**src/rtl/mem_wb_latch.sv**
```systemverilog
// MEM/WB pipeline latch: aligns load data, gates writeback controls,
// counts retired instructions and freezes the pipe after HALT.
module mem_wb_latch #(
    parameter int NB_REG  = 32,
    parameter int NB_ADDR = 5
) (
    input  logic               i_clk,
    input  logic               i_rst_n,
    input  logic               i_stall,
    input  logic               i_flush,
    input  logic               i_valid,
    input  logic               i_halt_instr,
    input  logic [NB_REG-1:0]  i_alu_result,
    input  logic [NB_REG-1:0]  i_mem_rdata,
    input  logic [NB_REG-1:0]  i_pcplus8,
    input  logic [1:0]         i_byte_off,
    input  logic [1:0]         i_load_size,
    input  logic               i_load_unsigned,
    input  logic [NB_ADDR-1:0] i_rd_addr,
    input  logic               i_RegWrite,
    input  logic               i_MemToReg,
    input  logic               i_isJal,
    output logic [NB_REG-1:0]  o_alu_result,
    output logic [NB_REG-1:0]  o_data_from_mem,
    output logic [NB_REG-1:0]  o_pcplus8,
    output logic [NB_ADDR-1:0] o_rd_addr,
    output logic               o_RegWrite,
    output logic               o_MemToReg,
    output logic               o_isJal,
    output logic               o_valid,
    output logic               o_halt,
    output logic [31:0]        o_retired_count
);

    logic              is_byte;
    logic              is_half;
    logic [7:0]        byte_sel;
    logic [15:0]       half_sel;
    logic              ext_bit;
    logic [NB_REG-1:0] aligned;
    logic              load_en;
    logic [31:0]       cnt_q;

    assign is_byte = (i_load_size == 2'b00);
    assign is_half = (i_load_size == 2'b01);

    // Little-endian lane select; half loads ignore the low offset bit.
    always_comb begin
        byte_sel = 8'h00;
        half_sel = 16'h0000;
        ext_bit  = 1'b0;
        aligned  = i_mem_rdata;
        unique case (i_byte_off)
            2'd0: byte_sel = i_mem_rdata[7:0];
            2'd1: byte_sel = i_mem_rdata[15:8];
            2'd2: byte_sel = i_mem_rdata[23:16];
            2'd3: byte_sel = i_mem_rdata[31:24];
        endcase
        if (i_byte_off[1]) begin
            half_sel = i_mem_rdata[31:16];
        end else begin
            half_sel = i_mem_rdata[15:0];
        end
        unique case (1'b1)
            is_byte: begin
                ext_bit = ~i_load_unsigned & byte_sel[7];
                aligned = {{(NB_REG-8){ext_bit}}, byte_sel};
            end
            is_half: begin
                ext_bit = ~i_load_unsigned & half_sel[15];
                aligned = {{(NB_REG-16){ext_bit}}, half_sel};
            end
            default: aligned = i_mem_rdata;
        endcase
    end

    assign load_en = ~o_halt & ~i_flush & ~i_stall;

    always_ff @(posedge i_clk) begin
        if (!i_rst_n) begin
            o_alu_result    <= '0;
            o_data_from_mem <= '0;
            o_pcplus8       <= '0;
            o_rd_addr       <= '0;
            o_RegWrite      <= 1'b0;
            o_MemToReg      <= 1'b0;
            o_isJal         <= 1'b0;
            o_valid         <= 1'b0;
            o_halt          <= 1'b0;
            cnt_q           <= '0;
        end else if (o_halt || i_flush) begin
            // Bubble: only the control bits matter, data is left as is.
            o_RegWrite <= 1'b0;
            o_MemToReg <= 1'b0;
            o_isJal    <= 1'b0;
            o_valid    <= 1'b0;
        end else if (load_en) begin
            o_alu_result    <= i_alu_result;
            o_data_from_mem <= aligned;
            o_pcplus8       <= i_pcplus8;
            o_rd_addr       <= i_rd_addr;
            o_RegWrite      <= i_RegWrite & i_valid & (i_rd_addr != '0);
            o_MemToReg      <= i_MemToReg & i_valid;
            o_isJal         <= i_isJal & i_valid;
            o_valid         <= i_valid;
            o_halt          <= i_valid & i_halt_instr;
            cnt_q           <= cnt_q + {31'd0, i_valid};
        end
    end

    assign o_retired_count = cnt_q;

endmodule
```
**config.mk**
```make
export PLATFORM = sky130hd
export DESIGN_NAME = mem_wb_latch
export DESIGN_NICKNAME = d
export VERILOG_FILES = /design/src/rtl/mem_wb_latch.sv
export SDC_FILE = /design/constraint.sdc
export NUM_CORES = 1
export LEC_CHECK = 0
export BUFFER_PORTS_ARGS = -buffer_cell sky130_fd_sc_hd__buf_2
export CORE_ASPECT_RATIO = 1.4
export CORE_MARGIN = 4
export CORE_UTILIZATION = 42
export CTS_CLUSTER_SIZE = 14
export DETAILED_ROUTE_END_ITERATION = 8
export GPL_ROUTABILITY_DRIVEN = 0
export PLACE_DENSITY = 0.76
export SETUP_SLACK_MARGIN = 0.5
export SLEW_MARGIN = 10
export SYNTH_ARGS = -nofsm -noshare
export SYNTH_HDL_FRONTEND = slang
export SYNTH_SLANG_ARGS = --single-unit
```
**constraint.sdc**
```tcl
create_clock -name i_clk -period 2.1 [get_ports i_clk]
set_input_delay 0.105 -clock i_clk [delete_from_list [all_inputs] [get_ports i_clk]]
set_output_delay 0.105 -clock i_clk [all_outputs]
set_load 0.05 [all_outputs]
```
==> flow_metrics.py <==
metrics = {
    "hold_path": {
        "min_delay_path_depth": 3,
        "min_to": "o_data_from_mem[4]",
        "holdCritStartpoint": "i_mem_rdata[4]",
        "hold_path_class": "input port to flip-flop",
    },
    "place": {
        "dpl_cell_area_um2": 7240,
        "dp_slack_ns": -0.0179,
        "placed_cells": 1103,
        "numPortBuffers": 252,
        "hpwl_um": 12200,
    },
    "critical_path": {
        "critPathArrivalTime_ns": 2.37,
        "r2r-start": "o_halt",
        "critPathCaptureType": "flip-flop",
        "path_delay_family": "simple AND/OR/NAND/NOR gates",
        "crit_path_frequent_cell": "or4_4",
        "crit_chain": "or3_4 > or4_4 > or4_4 > a21oi_2",
        "crit_type": "flip-flop to flip-flop",
        "cp_num_buf_inv": 0,
        "cp_max_fo": 7,
        "rr_endpoint": "o_retired_count[22]",
        "r2r_cells": 4,
        "cp.required_ns": 2.43,
        "cp-start-kind": "flip-flop",
        "max_stage_delay_ns": 0.59,
        "cp_slowest_cell": "or4_4",
        "regToRegSetupSlack_ns": 0.06,
    },
    "yosys": {
        "synth_area_um2": 5610,
        "yosysSeqAreaShare": 0.493,
        "synthArstFlopShare": 0,
        "synth_top_flop_cell": "dfxtp_1",
        "yosys_warnings": 0,
        "synth_area_per_cell_um2": 8.01,
        "ys_ff_latch": 138,
        "syn_nets": 817,
        "synth_edf_count": 0,
        "synth_cell_type_count": 40,
        "synth_cells": 700,
    },
    "sta": {
        "max_freq_mhz": 489,
        "finalSetupViolations": 0,
        "slew_violations": 0,
        "rsz0062_at_grt": "true",
        "finalHoldViolCount": 0,
        "period_share": 0.973,
        "hold_ws_ns": 0.0353,
        "tightest_slew_ns": 0.750,
        "min_period_ns": 2.04,
        "slew_headroom": 0.500,
        "final.setup_skew_ns": 0.0136,
        "timing.final.ws_setup_ns": 0.0567,
    },
    "final_layout": {
        "fin_cells": 1239,
        "layout.nets": 1162,
        "register_area_um2": 2820,
        "drive_gt1_frac": 0.350,
        "mostFrequentLayoutCells": "buf_2, nand2_1, a21oi_1",
        "final_common_cell": "buf_2",
        "multi_input_area_um2": 2760,
        "syn_to_final_growth_pct": 59.6,
        "fin_area_um2": 8950,
        "post-route-util": 0.689,
        "fillers": 1026,
    },
    "floorplan": {
        "start_util": 0.431,
        "die_w_um": 106,
        "die_h_um": 145,
        "die_area_um2": 15300,
        "core_area_um2": 13000,
        "pin_count": 253,
        "row_count": 49,
    },
    "route": {
        "num_vias": 6451,
        "drtAntennaViolNets": 0,
        "wl_per_cell_um": 16.2,
        "remaining_drc_errors": 0,
        "via_per_inst": 5.21,
        "drt_first_iter_violations": 376,
        "drt_first_pass_iters": 7,
        "routed_wl_um": 20000,
    },
    "clock_network": {
        "cts.sinks": 138,
        "numCtsBuffers": 17,
        "clock_latency_ns": 0.41,
        "cts_tree": "done",
        "max-clock-path-buffers": 2,
        "cts.htree.levels": 4,
        "path_clk_slew_ns": 0.06,
        "cts_root_buf": "clkbuf_16",
    },
    "global_route": {
        "grt_max_degree": 107,
        "first_global_vias": 6466,
        "grt_first_pass_wirelength_um": 31400,
        "gr-usage-all-layers": 0.252,
        "grt_antenna_before_repair": 1,
        "grt_overflow_total": 0,
    },
    "power_and_ir_drop": {
        "p_per_area_nw_per_um2": 773,
        "leakage_nw": 3.95,
        "peakVddDrop_uv": 520,
    },
    "run_status": {
        "status": "finished clean",
    },
    "run": {
        "max_cap_viol_count": 0,
    },
}
-- repair_timing --
item | CTS | global route
setup buffers | 7 | 4
pin swaps | 5 | 4
hold buffers | 89 | 0
cloned | 1 | 0
gates resized for setup | 7 | 20
setup endpoints to repair | 78 | 58
hold endpoints to repair | 89 | 0
-- kinds of logic (layout without fill, tap and decap cells) --
| kind of cell | after synthesis | after routing | share of synthesized area |
|---|---|---|---|
| adder cells (fa/ha/maj) | 2 | 2 | 0.00446 |
| multiplexers | 13 | 13 | 0.0254 |
| AND/OR/NAND/NOR | 262 | 263 | 0.209 |
| flip-flops | 138 | 138 | 0.493 |
| other | 0 | 3 | 0 |
| XOR/XNOR | 8 | 8 | 0.0125 |
| buffers and inverters | 68 | 425 | 0.0460 |
| AO/OA/AOI/OAI | 209 | 209 | 0.210 |
-- synth_stat cells (3+ instances only) --
cell,number,area share
a21oi_1,130,0.12
a22o_1,8,0.012
a22oi_1,8,0.011
a32oi_1,7,0.011
buf_1,5,0.0033
clkbuf_1,44,0.029
dfxtp_1,138,0.49
inv_1,15,0.010
mux2i_1,12,0.021
nand2_1,184,0.12
nand2b_1,3,0.0033
nand3_1,12,0.011
nand4_1,7,0.0078
nor2_1,10,0.0067
nor3_1,6,0.0054
nor3b_1,3,0.0040
o211ai_1,6,0.0080
o21ai_0,34,0.030
o31ai_1,12,0.016
or3_1,8,0.0089
or4_1,17,0.023
xnor2_1,6,0.0094
-- area by class of cell --
class	instances	area share
Antenna cell	3	0.000839
Clock buffer	21	0.0551
Clock inverter	11	0.0122
Inverter	17	0.00727
Multi-Input combinational cell	495	0.308
Sequential cell	138	0.315
Tap cell	178	0.0249
Timing Repair Buffer	376	0.277
-- per-layer routing --
| layer | global-route usage | routed length, um |
|---|---|---|
| met1 | 0.288 | 7730 |
| met2 | 0.436 | 10100 |
| met3 | 0.0621 | 1170 |
| met4 | 0.134 | 988 |
| met5 | 0 | 0 |
-- how the worst max path moves through the flow --
stage,startpoint,endpoint,cells after the start
2_1_floorplan,o_retired_count[0],o_retired_count[22],7
3_3_place_gp,o_halt,o_retired_count[21],5
3_5_place_dp,o_halt,o_retired_count[27],5
4_1_cts,o_halt,o_retired_count[16],4
5_1_grt,o_retired_count[0],o_retired_count[16],6
6_report,o_halt,o_retired_count[22],4
-- registers in the layout, indices dropped and copies added (netlist names) --
name and flops:
o_MemToReg 1, o_RegWrite 1, o_alu_result 32, o_data_from_mem 32
o_halt 1, o_isJal 1, o_pcplus8 32, o_rd_addr 5
o_retired_count 32, o_valid 1
-- metrics by stage --
| stage | setup TNS (ns) | total power [W] |
|---|---|---|
| 6_report | 0 | 0.00692 |
| 5_1_grt | -0.0212 | 0.00717 |
| 4_1_cts | 0 | 0.00694 |
| 3_5_place_dp | -0.0420 | 0.00382 |
| 3_3_place_gp | 0 | 0.00381 |
| 2_1_floorplan | -0.254 | 0.00349 |
-- power by group --
part	switching, W	leakage [nW]	internal, W
combinational	0.000763	2.51	0.000400
clock	0.00117	0.294	0.00182
sequential	0.0000523	1.14	0.00271
-- worst register-to-register path: stages, from the launching register on --
cell and delay [ns]:
dfxtp_4 0.33, or3_4 0.43, or4_4 0.59, or4_4 0.51, a21oi_2 0.12
Note: power is estimated with default switching activity, not from simulation.
